$ cat src/rtl/trace_pkg.sv
// Shared definitions for the commit trace buffer: state encoding and the
// layout of one stored trace entry.
package trace_pkg;

  localparam int ENTRY_W   = 103;
  localparam int PC_LSB    = 0;
  localparam int INSTR_LSB = 32;
  localparam int WDATA_LSB = 64;
  localparam int WREG_LSB  = 96;
  localparam int RW_BIT    = 101;
  localparam int MW_BIT    = 102;

  typedef enum logic [1:0] {
    ST_IDLE    = 2'd0,
    ST_ARMED   = 2'd1,
    ST_CAPTURE = 2'd2,
    ST_DONE    = 2'd3
  } trace_state_e;

endpackage

$ cat src/rtl/trace_fifo_mem.sv
// First-word-fall-through entry store. A push into a full FIFO is taken only
// when a pop happens in the same cycle; the head output holds its last value
// while the FIFO is empty.
module trace_fifo_mem
  import trace_pkg::*;
#(
  parameter int DEPTH = 16,
  localparam int AW = $clog2(DEPTH),
  localparam int LW = AW + 1
) (
  input  logic               clk,
  input  logic               reset,
  input  logic               i_push,
  input  logic [ENTRY_W-1:0] i_wdata,
  input  logic               i_ready,
  output logic               o_valid,
  output logic               o_full,
  output logic               o_pop,
  output logic [LW-1:0]      o_level,
  output logic [ENTRY_W-1:0] o_rdata
);

  logic [ENTRY_W-1:0] r_mem [DEPTH];
  logic [AW-1:0]      r_wptr;
  logic [AW-1:0]      r_rptr;
  logic [LW-1:0]      r_level;
  logic [ENTRY_W-1:0] r_hold;

  logic               w_valid;
  logic               w_full;
  logic               w_pop;
  logic               w_push_ok;
  logic [ENTRY_W-1:0] w_rdata;

  assign w_valid   = (r_level != '0);
  assign w_full    = (r_level == LW'(DEPTH));
  assign w_pop     = w_valid && i_ready;
  assign w_push_ok = i_push && (!w_full || w_pop);
  assign w_rdata   = w_valid ? r_mem[r_rptr] : r_hold;

  // Storage write; storage itself needs no reset since level gates reads.
  always_ff @(posedge clk) begin
    if (reset && w_push_ok) r_mem[r_wptr] <= i_wdata;
  end

  // Pointers, level and the held head value.
  always_ff @(posedge clk) begin
    if (!reset) begin
      r_wptr  <= '0;
      r_rptr  <= '0;
      r_level <= '0;
      r_hold  <= '0;
    end else begin
      if (w_push_ok) r_wptr <= r_wptr + AW'(1);
      if (w_pop)     r_rptr <= r_rptr + AW'(1);
      case ({w_push_ok, w_pop})
        2'b10:   r_level <= r_level + LW'(1);
        2'b01:   r_level <= r_level - LW'(1);
        default: r_level <= r_level;
      endcase
      r_hold <= w_rdata;
    end
  end

  assign o_valid = w_valid;
  assign o_full  = w_full;
  assign o_pop   = w_pop;
  assign o_level = r_level;
  assign o_rdata = w_rdata;

endmodule

$ cat src/rtl/commit_trace_buffer.sv
// Commit trace capture: arms on request, triggers on a PC match (or the first
// commit), pushes retired-instruction records into a FWFT FIFO and stops after
// an optional entry budget. Dropped pushes are counted and flagged.
//
// state    | meaning
// ST_IDLE  | nothing captured, waiting for arm
// ST_ARMED | waiting for the trigger commit
// ST_CAPTURE | every commit attempts a push
// ST_DONE  | budget reached, commits ignored until re-armed
module commit_trace_buffer
  import trace_pkg::*;
#(
  parameter int DEPTH = 16,
  localparam int LW = $clog2(DEPTH) + 1
) (
  input  logic          clk,
  input  logic          reset,
  input  logic          i_arm,
  input  logic          i_trig_en,
  input  logic [31:0]   i_trig_pc,
  input  logic [7:0]    i_stop_count,
  input  logic          i_commit_valid,
  input  logic [31:0]   i_pc,
  input  logic [31:0]   i_instr,
  input  logic          i_reg_write,
  input  logic          i_mem_write,
  input  logic [4:0]    i_write_reg,
  input  logic [31:0]   i_write_data,
  output logic          o_out_valid,
  input  logic          i_out_ready,
  output logic [31:0]   o_out_pc,
  output logic [31:0]   o_out_instr,
  output logic [31:0]   o_out_wdata,
  output logic [4:0]    o_out_wreg,
  output logic          o_out_rw,
  output logic          o_out_mw,
  output logic [1:0]    o_state,
  output logic [LW-1:0] o_level,
  output logic [15:0]   o_drop_cnt,
  output logic          o_overflow
);

  trace_state_e r_state;
  trace_state_e w_next;
  logic [7:0]   r_cnt;
  logic [7:0]   w_cnt_next;
  logic [7:0]   w_cnt_inc;
  logic         w_hit_stop;
  logic         w_trig_hit;
  logic         w_push_req;
  logic [15:0]  r_drop_cnt;
  logic         r_overflow;

  logic [ENTRY_W-1:0] w_entry;
  logic [ENTRY_W-1:0] w_head;
  logic               w_full;
  logic               w_pop;
  logic               w_drop;

  assign w_cnt_inc  = r_cnt + 8'd1;
  assign w_hit_stop = (i_stop_count != 8'd0) && (w_cnt_inc == i_stop_count);
  assign w_trig_hit = i_commit_valid && (!i_trig_en || (i_pc == i_trig_pc));

  // Pack the retired-instruction record into one entry.
  always_comb begin
    w_entry = '0;
    w_entry[PC_LSB    +: 32] = i_pc;
    w_entry[INSTR_LSB +: 32] = i_instr;
    w_entry[WDATA_LSB +: 32] = i_write_data;
    w_entry[WREG_LSB  +: 5]  = i_write_reg;
    w_entry[RW_BIT]          = i_reg_write;
    w_entry[MW_BIT]          = i_mem_write;
  end

  // State and capture-count registers.
  always_ff @(posedge clk) begin
    if (!reset) begin
      r_state <= ST_IDLE;
      r_cnt   <= 8'd0;
    end else begin
      r_state <= w_next;
      r_cnt   <= w_cnt_next;
    end
  end

  // Next state, push request and count update; arm overrides everything.
  always_comb begin
    w_next     = r_state;
    w_cnt_next = r_cnt;
    w_push_req = 1'b0;
    if (i_arm) begin
      w_next     = ST_ARMED;
      w_cnt_next = 8'd0;
    end else begin
      case (r_state)
        ST_ARMED: begin
          if (w_trig_hit) begin
            w_push_req = 1'b1;
            w_cnt_next = w_cnt_inc;
            w_next     = w_hit_stop ? ST_DONE : ST_CAPTURE;
          end
        end
        ST_CAPTURE: begin
          if (i_commit_valid) begin
            w_push_req = 1'b1;
            w_cnt_next = w_cnt_inc;
            if (w_hit_stop) w_next = ST_DONE;
          end
        end
        default: ;
      endcase
    end
  end

  trace_fifo_mem #(.DEPTH(DEPTH)) u_fifo (
    .clk     (clk),
    .reset   (reset),
    .i_push  (w_push_req),
    .i_wdata (w_entry),
    .i_ready (i_out_ready),
    .o_valid (o_out_valid),
    .o_full  (w_full),
    .o_pop   (w_pop),
    .o_level (o_level),
    .o_rdata (w_head)
  );

  assign w_drop = w_push_req && w_full && !w_pop;

  // Saturating drop counter and sticky overflow flag.
  always_ff @(posedge clk) begin
    if (!reset) begin
      r_drop_cnt <= 16'd0;
      r_overflow <= 1'b0;
    end else if (w_drop) begin
      if (r_drop_cnt != 16'hFFFF) r_drop_cnt <= r_drop_cnt + 16'd1;
      r_overflow <= 1'b1;
    end
  end

  assign o_state     = r_state;
  assign o_drop_cnt  = r_drop_cnt;
  assign o_overflow  = r_overflow;
  assign o_out_pc    = w_head[PC_LSB    +: 32];
  assign o_out_instr = w_head[INSTR_LSB +: 32];
  assign o_out_wdata = w_head[WDATA_LSB +: 32];
  assign o_out_wreg  = w_head[WREG_LSB  +: 5];
  assign o_out_rw    = w_head[RW_BIT];
  assign o_out_mw    = w_head[MW_BIT];

endmodule

$ cat config.mk
export PLATFORM = sky130hd
export DESIGN_NAME = commit_trace_buffer
export DESIGN_NICKNAME = d
export VERILOG_FILES = /design/src/rtl/trace_pkg.sv /design/src/rtl/trace_fifo_mem.sv /design/src/rtl/commit_trace_buffer.sv
export SDC_FILE = /design/constraint.sdc
export NUM_CORES = 2
export LEC_CHECK = 0
export ABC_AREA = 0
export CORE_MARGIN = 2
export CORE_UTILIZATION = 55
export CTS_BUF_LIST = sky130_fd_sc_hd__clkbuf_4
export DETAILED_ROUTE_END_ITERATION = 16
export MAX_ROUTING_LAYER = met4
export PLACE_DENSITY = 0.76
export SYNTH_ARGS = -nofsm -noshare
export SYNTH_HDL_FRONTEND = slang
export SYNTH_SLANG_ARGS = --single-unit
$ cat constraint.sdc
create_clock -name clk -period 10.8 [get_ports clk]
set_input_delay 2.16 -clock clk [delete_from_list [all_inputs] [get_ports clk]]
set_output_delay 2.16 -clock clk [all_outputs]
set_load 0.005 [all_outputs]
==> impl_metrics.json <==
{
  "status": "finished clean",
  "fill_cells": 8063,
  "layout.cells.non_filler": 5553,
  "hold_path.class": "flop to flop",
  "hp-start": "o_overflow$_SDFFE_PN0P_",
  "finalSetupTns_ns": 0,
  "slew_headroom": 0.2293,
  "synth_compound_area_frac": 0.004334,
  "busiest_layer": "met2",
  "synth_cells": 2940,
  "routed_wl_um": 150000,
  "io_pins": 277,
  "clk_path_buf_depth": 4,
  "worstPathArrival_ns": 5.09,
  "drt_iter0_markers": 3569,
  "clock_latency_ns": 1.36,
  "ir_drop_uv": 172.2,
  "worstReg2RegStart": "o_state[0]$_SDFFE_PN0P_",
  "ff2ff_setup_slack_ns": 6.61,
  "drive_gt1_frac": 0.3477,
  "postRouteAntennaNets": 0,
  "drtPass1Iterations": 5,
  "core_um2": 124100,
  "hold_ws_ns": 0.4905,
  "synth_cell_type_count": 50,
  "multi_input_area_um2": 15690,
  "gp_congestion": 0.8230,
  "grt_max_degree": 160,
  "ys_ff_latch": 1795,
  "fmax_mhz": 138.0,
  "holdPathStages": 1,
  "via_per_inst": 5.976,
  "ys_seq_area_frac": 0.7598,
  "synth.largest_area_cell": "edfxtp_1",
  "crit_required_ns": 8.64,
  "post_cts_buffers": 0,
  "placed_cells": 4751,
  "gr-usage-met1": 0.3311,
  "drcViolationCount": 0,
  "fin_crit_sh": 0.6710,
  "die_x_um": 358.2,
  "grt_pass1_vias": 34980,
  "met3_usage": 0.06041,
  "die_area_um2": 128300,
  "synth_top_family_by_area": "multiplexers",
  "clock-sinks": 1795,
  "hold_viol_final": 0,
  "cts-root-buf": "clkbuf_4",
  "synth_async_sr_flop_share": 0,
  "cts_tree": "done",
  "post_drt_wl_per_cell_um": 27.01,
  "regArea_um2": 52450,
  "synth_warnings": 0,
  "r2r-end": "u_fifo.r_mem[1][69]$_DFFE_PP_",
  "skew_ns": 0.09421,
  "finalSetupViolCount": 0,
  "grt_antenna_before_repair": 17,
  "synth-xor-area-share": 0.007616,
  "rr_worst_depth": 8,
  "synth_flop_cell": "edfxtp_1",
  "grt_first_pass_wirelength_um": 222600,
  "worst_pin_slew_ns": 1.145,
  "num_rows": 129,
  "synth-simple-area-share": 0.02047,
  "die_h_um": 358.2,
  "dp_hpwl_um": 81800,
  "syn_area_um2": 69000,
  "synth-adder-area-share": 0.002103,
  "synth_edf_count": 1648,
  "cts-resized-gates": 0,
  "grt.total_usage": 0.2461,
  "synth_area_per_cell_um2": 23.47,
  "overflow": 0,
  "clk_pin_slew_ns": 0.06,
  "nNetsFinal": 3717,
  "crit_path_end_kind": "output port",
  "crit_fanout": 42,
  "synth_area_leaders": "edfxtp_1 (72%), mux4_2 (17%), dfxtp_1 (4.3%)",
  "synthMuxAreaShare": 0.1917,
  "slew_viol_final": 0,
  "critPathKind": "flop to output port",
  "crit_path_start_kind": "flop",
  "start_util": 0.5559,
  "postCtsHoldBufs": 0,
  "period_minus_slack_ns": 7.246,
  "min_to": "o_overflow$_SDFFE_PN0P_",
  "ctsHtreeMaxLevel": 5,
  "fin_util": 0.6362,
  "power_density_nw_per_um2": 212.0,
  "cts-buffers-inserted": 441,
  "yosys.area.top_type_share": 0.7172,
  "syn_nets": 3100,
  "leakagePower_nw": 25.18,
  "maxCapViolCount": 0,
  "vias": 33180,
  "rsz0062_at_grt": "no",
  "use_met2": 0.3820,
  "areaGrowthSynthToFinish_pct": 14.44,
  "portBuffers": 276
}
[cells in the final DEF, fill, tap and decap left out, types with 12 or more instances in the layout]
| cell type | instances |
|---|---|
| a21oi_1 | 17 |
| and2_1 | 107 |
| and3_4 | 12 |
| buf_4 | 36 |
| clkbuf_4 | 630 |
| clkdlybuf4s50_1 | 275 |
| clkinv_1 | 115 |
| clkinv_2 | 25 |
| dfxtp_1 | 143 |
| diode_2 | 19 |
| edfxtp_1 | 1648 |
| mux2_4 | 103 |
| mux4_2 | 515 |
| nand2_1 | 20 |
| nand3_1 | 14 |
| nor2_1 | 24 |
| o21ai_0 | 13 |
| xnor2_1 | 19 |
| xor2_1 | 41 |
[critical path: stages, from the launching register on]
cell and delay, ns:
dfxtp_4 0.97, buf_4 0.78, mux4_2 0.62, mux4_2 0.54
mux2_4 0.29, clkdlybuf4s50_1 0.45
[state kept, by name (all words and copies together) (netlist names), named ones only]
signal	flops
u_fifo.r_wptr	4
u_fifo.r_mem	1648
o_drop_cnt	16
u_fifo.r_hold	103
u_fifo.r_rptr	4
r_cnt	8
o_state	2
o_overflow	1
u_fifo.o_level	5
[routing by layer]
layer  up-vias  wire [um]
li1      13960          -
met1     17350      59660
met2      1671      74630
met3       203      13210
met4         0       2471
met5         -          0
[synth_stat cells (17+ instances only)]
library cell	instances
a21oi_1	17
buf_6	34
and2_1	111
dfxtp_1	147
xor2_1	41
clkbuf_1	71
nor2_1	24
mux4_2	515
nand2_1	20
edfxtp_1	1648
mux2_4	103
buf_1	18
xnor2_1	19
and3_1	19
[metrics by stage]
stage | total power [mW] | area [um2] | setup slack [ns]
2_1_floorplan | 10.30 | 69000 | 4.305
3_3_place_gp | 11.44 | 73420 | 3.156
3_5_place_dp | 11.51 | 73420 | 2.913
4_1_cts | 16.93 | 78920 | 3.324
5_1_grt | 17.47 | 78950 | 3.183
6_report | 16.74 | 78960 | 3.554
[where the power goes]
group	switching, mW	total, mW	internal [mW]
clock network	2.58	5.41	2.83
logic	1.41	3.42	2.01
registers	0.124	7.91	7.79
total	4.11	16.7	12.6
[kinds of logic (layout without fill, tap and decap cells)]
family / after synthesis / after routing
buf+inv: 156 / 1113
compound gates: 48 / 48
fa+ha+maj: 11 / 11
other cells: 0 / 19
simple gates: 244 / 244
xor+xnor: 60 / 60
flops: 1795 / 1795
mux: 626 / 626
[worst max path at each step]
stage | start | to | slack, ns
after floorplan | i_trig_pc[30] | u_fifo.r_mem[0][0]$_DFFE_PP_ | 4.30
after global placement | i_pc[28] | u_fifo.r_mem[1][76]$_DFFE_PP_ | 3.16
final | flop | o_out_wdata[1] | 3.55
after detailed placement | i_pc[28] | u_fifo.r_mem[1][55]$_DFFE_PP_ | 2.91
after CTS | flop | o_out_wdata[1] | 3.32
after global routing | flop | o_out_wdata[1] | 3.18
[cell type report]
cell class,instances,share of cell area
well taps,1637,0.02594
diodes,19,0.0006021
flip-flops and latches,1795,0.6642
clock buffers,630,0.05990
inverters,10,0.0004754
clock inverters,153,0.009713
repair buffers,320,0.04056
multi-input cells,989,0.1986
Note: power is estimated with default switching activity, not from simulation.
==> patch (same settings) <==
`DEPTH` is set to 16 in 2 places; all go to 8.
--- a/src/rtl/trace_fifo_mem.sv
+++ b/src/rtl/trace_fifo_mem.sv
@@ -4,7 +4,7 @@
 module trace_fifo_mem
   import trace_pkg::*;
 #(
-  parameter int DEPTH = 16,
+  parameter int DEPTH = 8,
   localparam int AW = $clog2(DEPTH),
   localparam int LW = AW + 1
 ) (
--- a/src/rtl/commit_trace_buffer.sv
+++ b/src/rtl/commit_trace_buffer.sv
@@ -10,7 +10,7 @@
 module commit_trace_buffer
   import trace_pkg::*;
 #(
-  parameter int DEPTH = 16,
+  parameter int DEPTH = 8,
   localparam int LW = $clog2(DEPTH) + 1
 ) (
   input  logic          clk,
Ports: changed (resized o_level); port bits go from 277 to 276. No check against the original RTL was run, so the function may have changed too.
==> patch against the original RTL <==
Sequential cell count is 828 lower. Area after synthesis is 46% lower. Wire length decreased by 46%. Clock skew is 0.048 ns lower. Setup slack better by 0.25 ns. Total power down 41%. Register-to-register slack got worse by 0.28 ns. Final area down 44%. Highest routed layer unchanged.
==> patch: results <==
cells_and_area:
  multi_input_comb_cells: 877
  clkCellAreaFrac: 0.0715
  nNonClkBuffers: 302
  n_clock_buffer: 383
  fill_cells: 4443
  nNetsFinal: 2548
  largest_reg_flops: 824
  buf_share: 0.0686
  num-nonclk-inverters: 13
  multiInputGateArea_um2: 9010
  diodes: 11
  drive_gt1_frac: 0.250
  regArea_um2: 27600
route:
  drt_iter0_markers: 1623
  drt-total-wl_mm: 80.4
  wl_per_cell_um: 23.1
cts:
  cts_max_path_buffers: 3
  ctsHtreeMaxLevel: 4
  cts_buffers: 229
  clk-insertion-delay-late_ns: 1.05
  cts_setup_buffers: 0
power:
  leakage_nw: 14.0
  ir_drop_mv: 0.294
synth:
  syn_inst: 1963
  synth_edf_count: 824
  synth_common_cells: "edfxtp_1 (824), mux4_2 (206), dfxtp_1 (143), nand2_1 (129), mux2i_1 (111)"
  synth_seq_cells: 967
  syn_nets: 2121
  seq_area_frac_synth: 0.746
  yosys.cell_types.count: 43
  synthTopCellsByArea: "edfxtp_1 (67%), mux4_2 (13%), dfxtp_1 (7.7%)"
placed_design:
  io_buffer_count: 275
  place_ws_ns: 2.93
  routabilityCongestion: 0.836
  place_inst: 3032
  dp_hpwl_mm: 46.0
sta:
  whs_ns: 0.470
  fin_ws_ns: 3.80
  skew_ns: 0.0458
worst_setup_path:
  ff2ff_setup_slack_ns: 6.33
  crit_fanout: 96
global_route:
  grt_pass1_vias: 20400
  grt_pass1_wl_mm: 122
  grtUsageTotal: 0.243
  grt_max_degree: 149
  grt_antenna_before_repair: 9
worst_hold_path:
  holdPathStages: 2
status:
  status: "completed"
patch: routing by layer:
layer  global-route usage  up-vias  part of all wire  wire [um]
met2                0.391      732              0.50      40300
met1                0.307    10100              0.41      33100
met5                    -        -                 0          0
met3               0.0604      102             0.069       5520
met4               0.0786        0             0.019       1550
li1                     -     8825                 -          -
patch: power by group:
part	switching [mW]	total [mW]	internal, mW
Clock	1.41	3.02	1.61
Combinational	1.20	2.56	1.36
Sequential	0.116	4.36	4.24
patch: cells by family (layout without fill, tap and decap cells):
logic type / after synthesis / in the layout / synth area share
flops: 967 / 967 / 0.746
simple gates: 346 / 346 / 0.0481
mux: 317 / 317 / 0.155
compound gates: 149 / 149 / 0.0219
buf+inv: 119 / 751 / 0.0126
xor+xnor: 56 / 56 / 0.0132
fa+ha+maj: 9 / 9 / 0.00324
other cells: 0 / 11 / 0
patch: final timing paths:
check                             end       start
setup / recovery  u_fifo.r_mem[4][90]    i_pc[17]
setup reg to reg  u_fifo.r_mem[4][90]  o_state[0]
hold / removal             o_overflow  o_overflow
hold reg to reg            o_overflow  o_overflow
patch: through the flow:
stage                      util  setup TNS [ns]  cell area (um2)
after floorplan               -        -1885.58            37000
after global placement    0.609               0            40800
after detailed placement  0.609               0            40800
after CTS                 0.656               0            43900
after global routing      0.657               0            43900
final                     0.657               0            43900
patch: critical path, stage by stage:
cell and delay [ns]:
clkdlybuf4s50_1 0.69, xor2_1 0.21, nor4_1 0.81, nand4_1 0.34
o211a_1 0.38, nor2_1 0.60, nand2_1 0.50, nor4b_2 1.18
buf_12 0.59
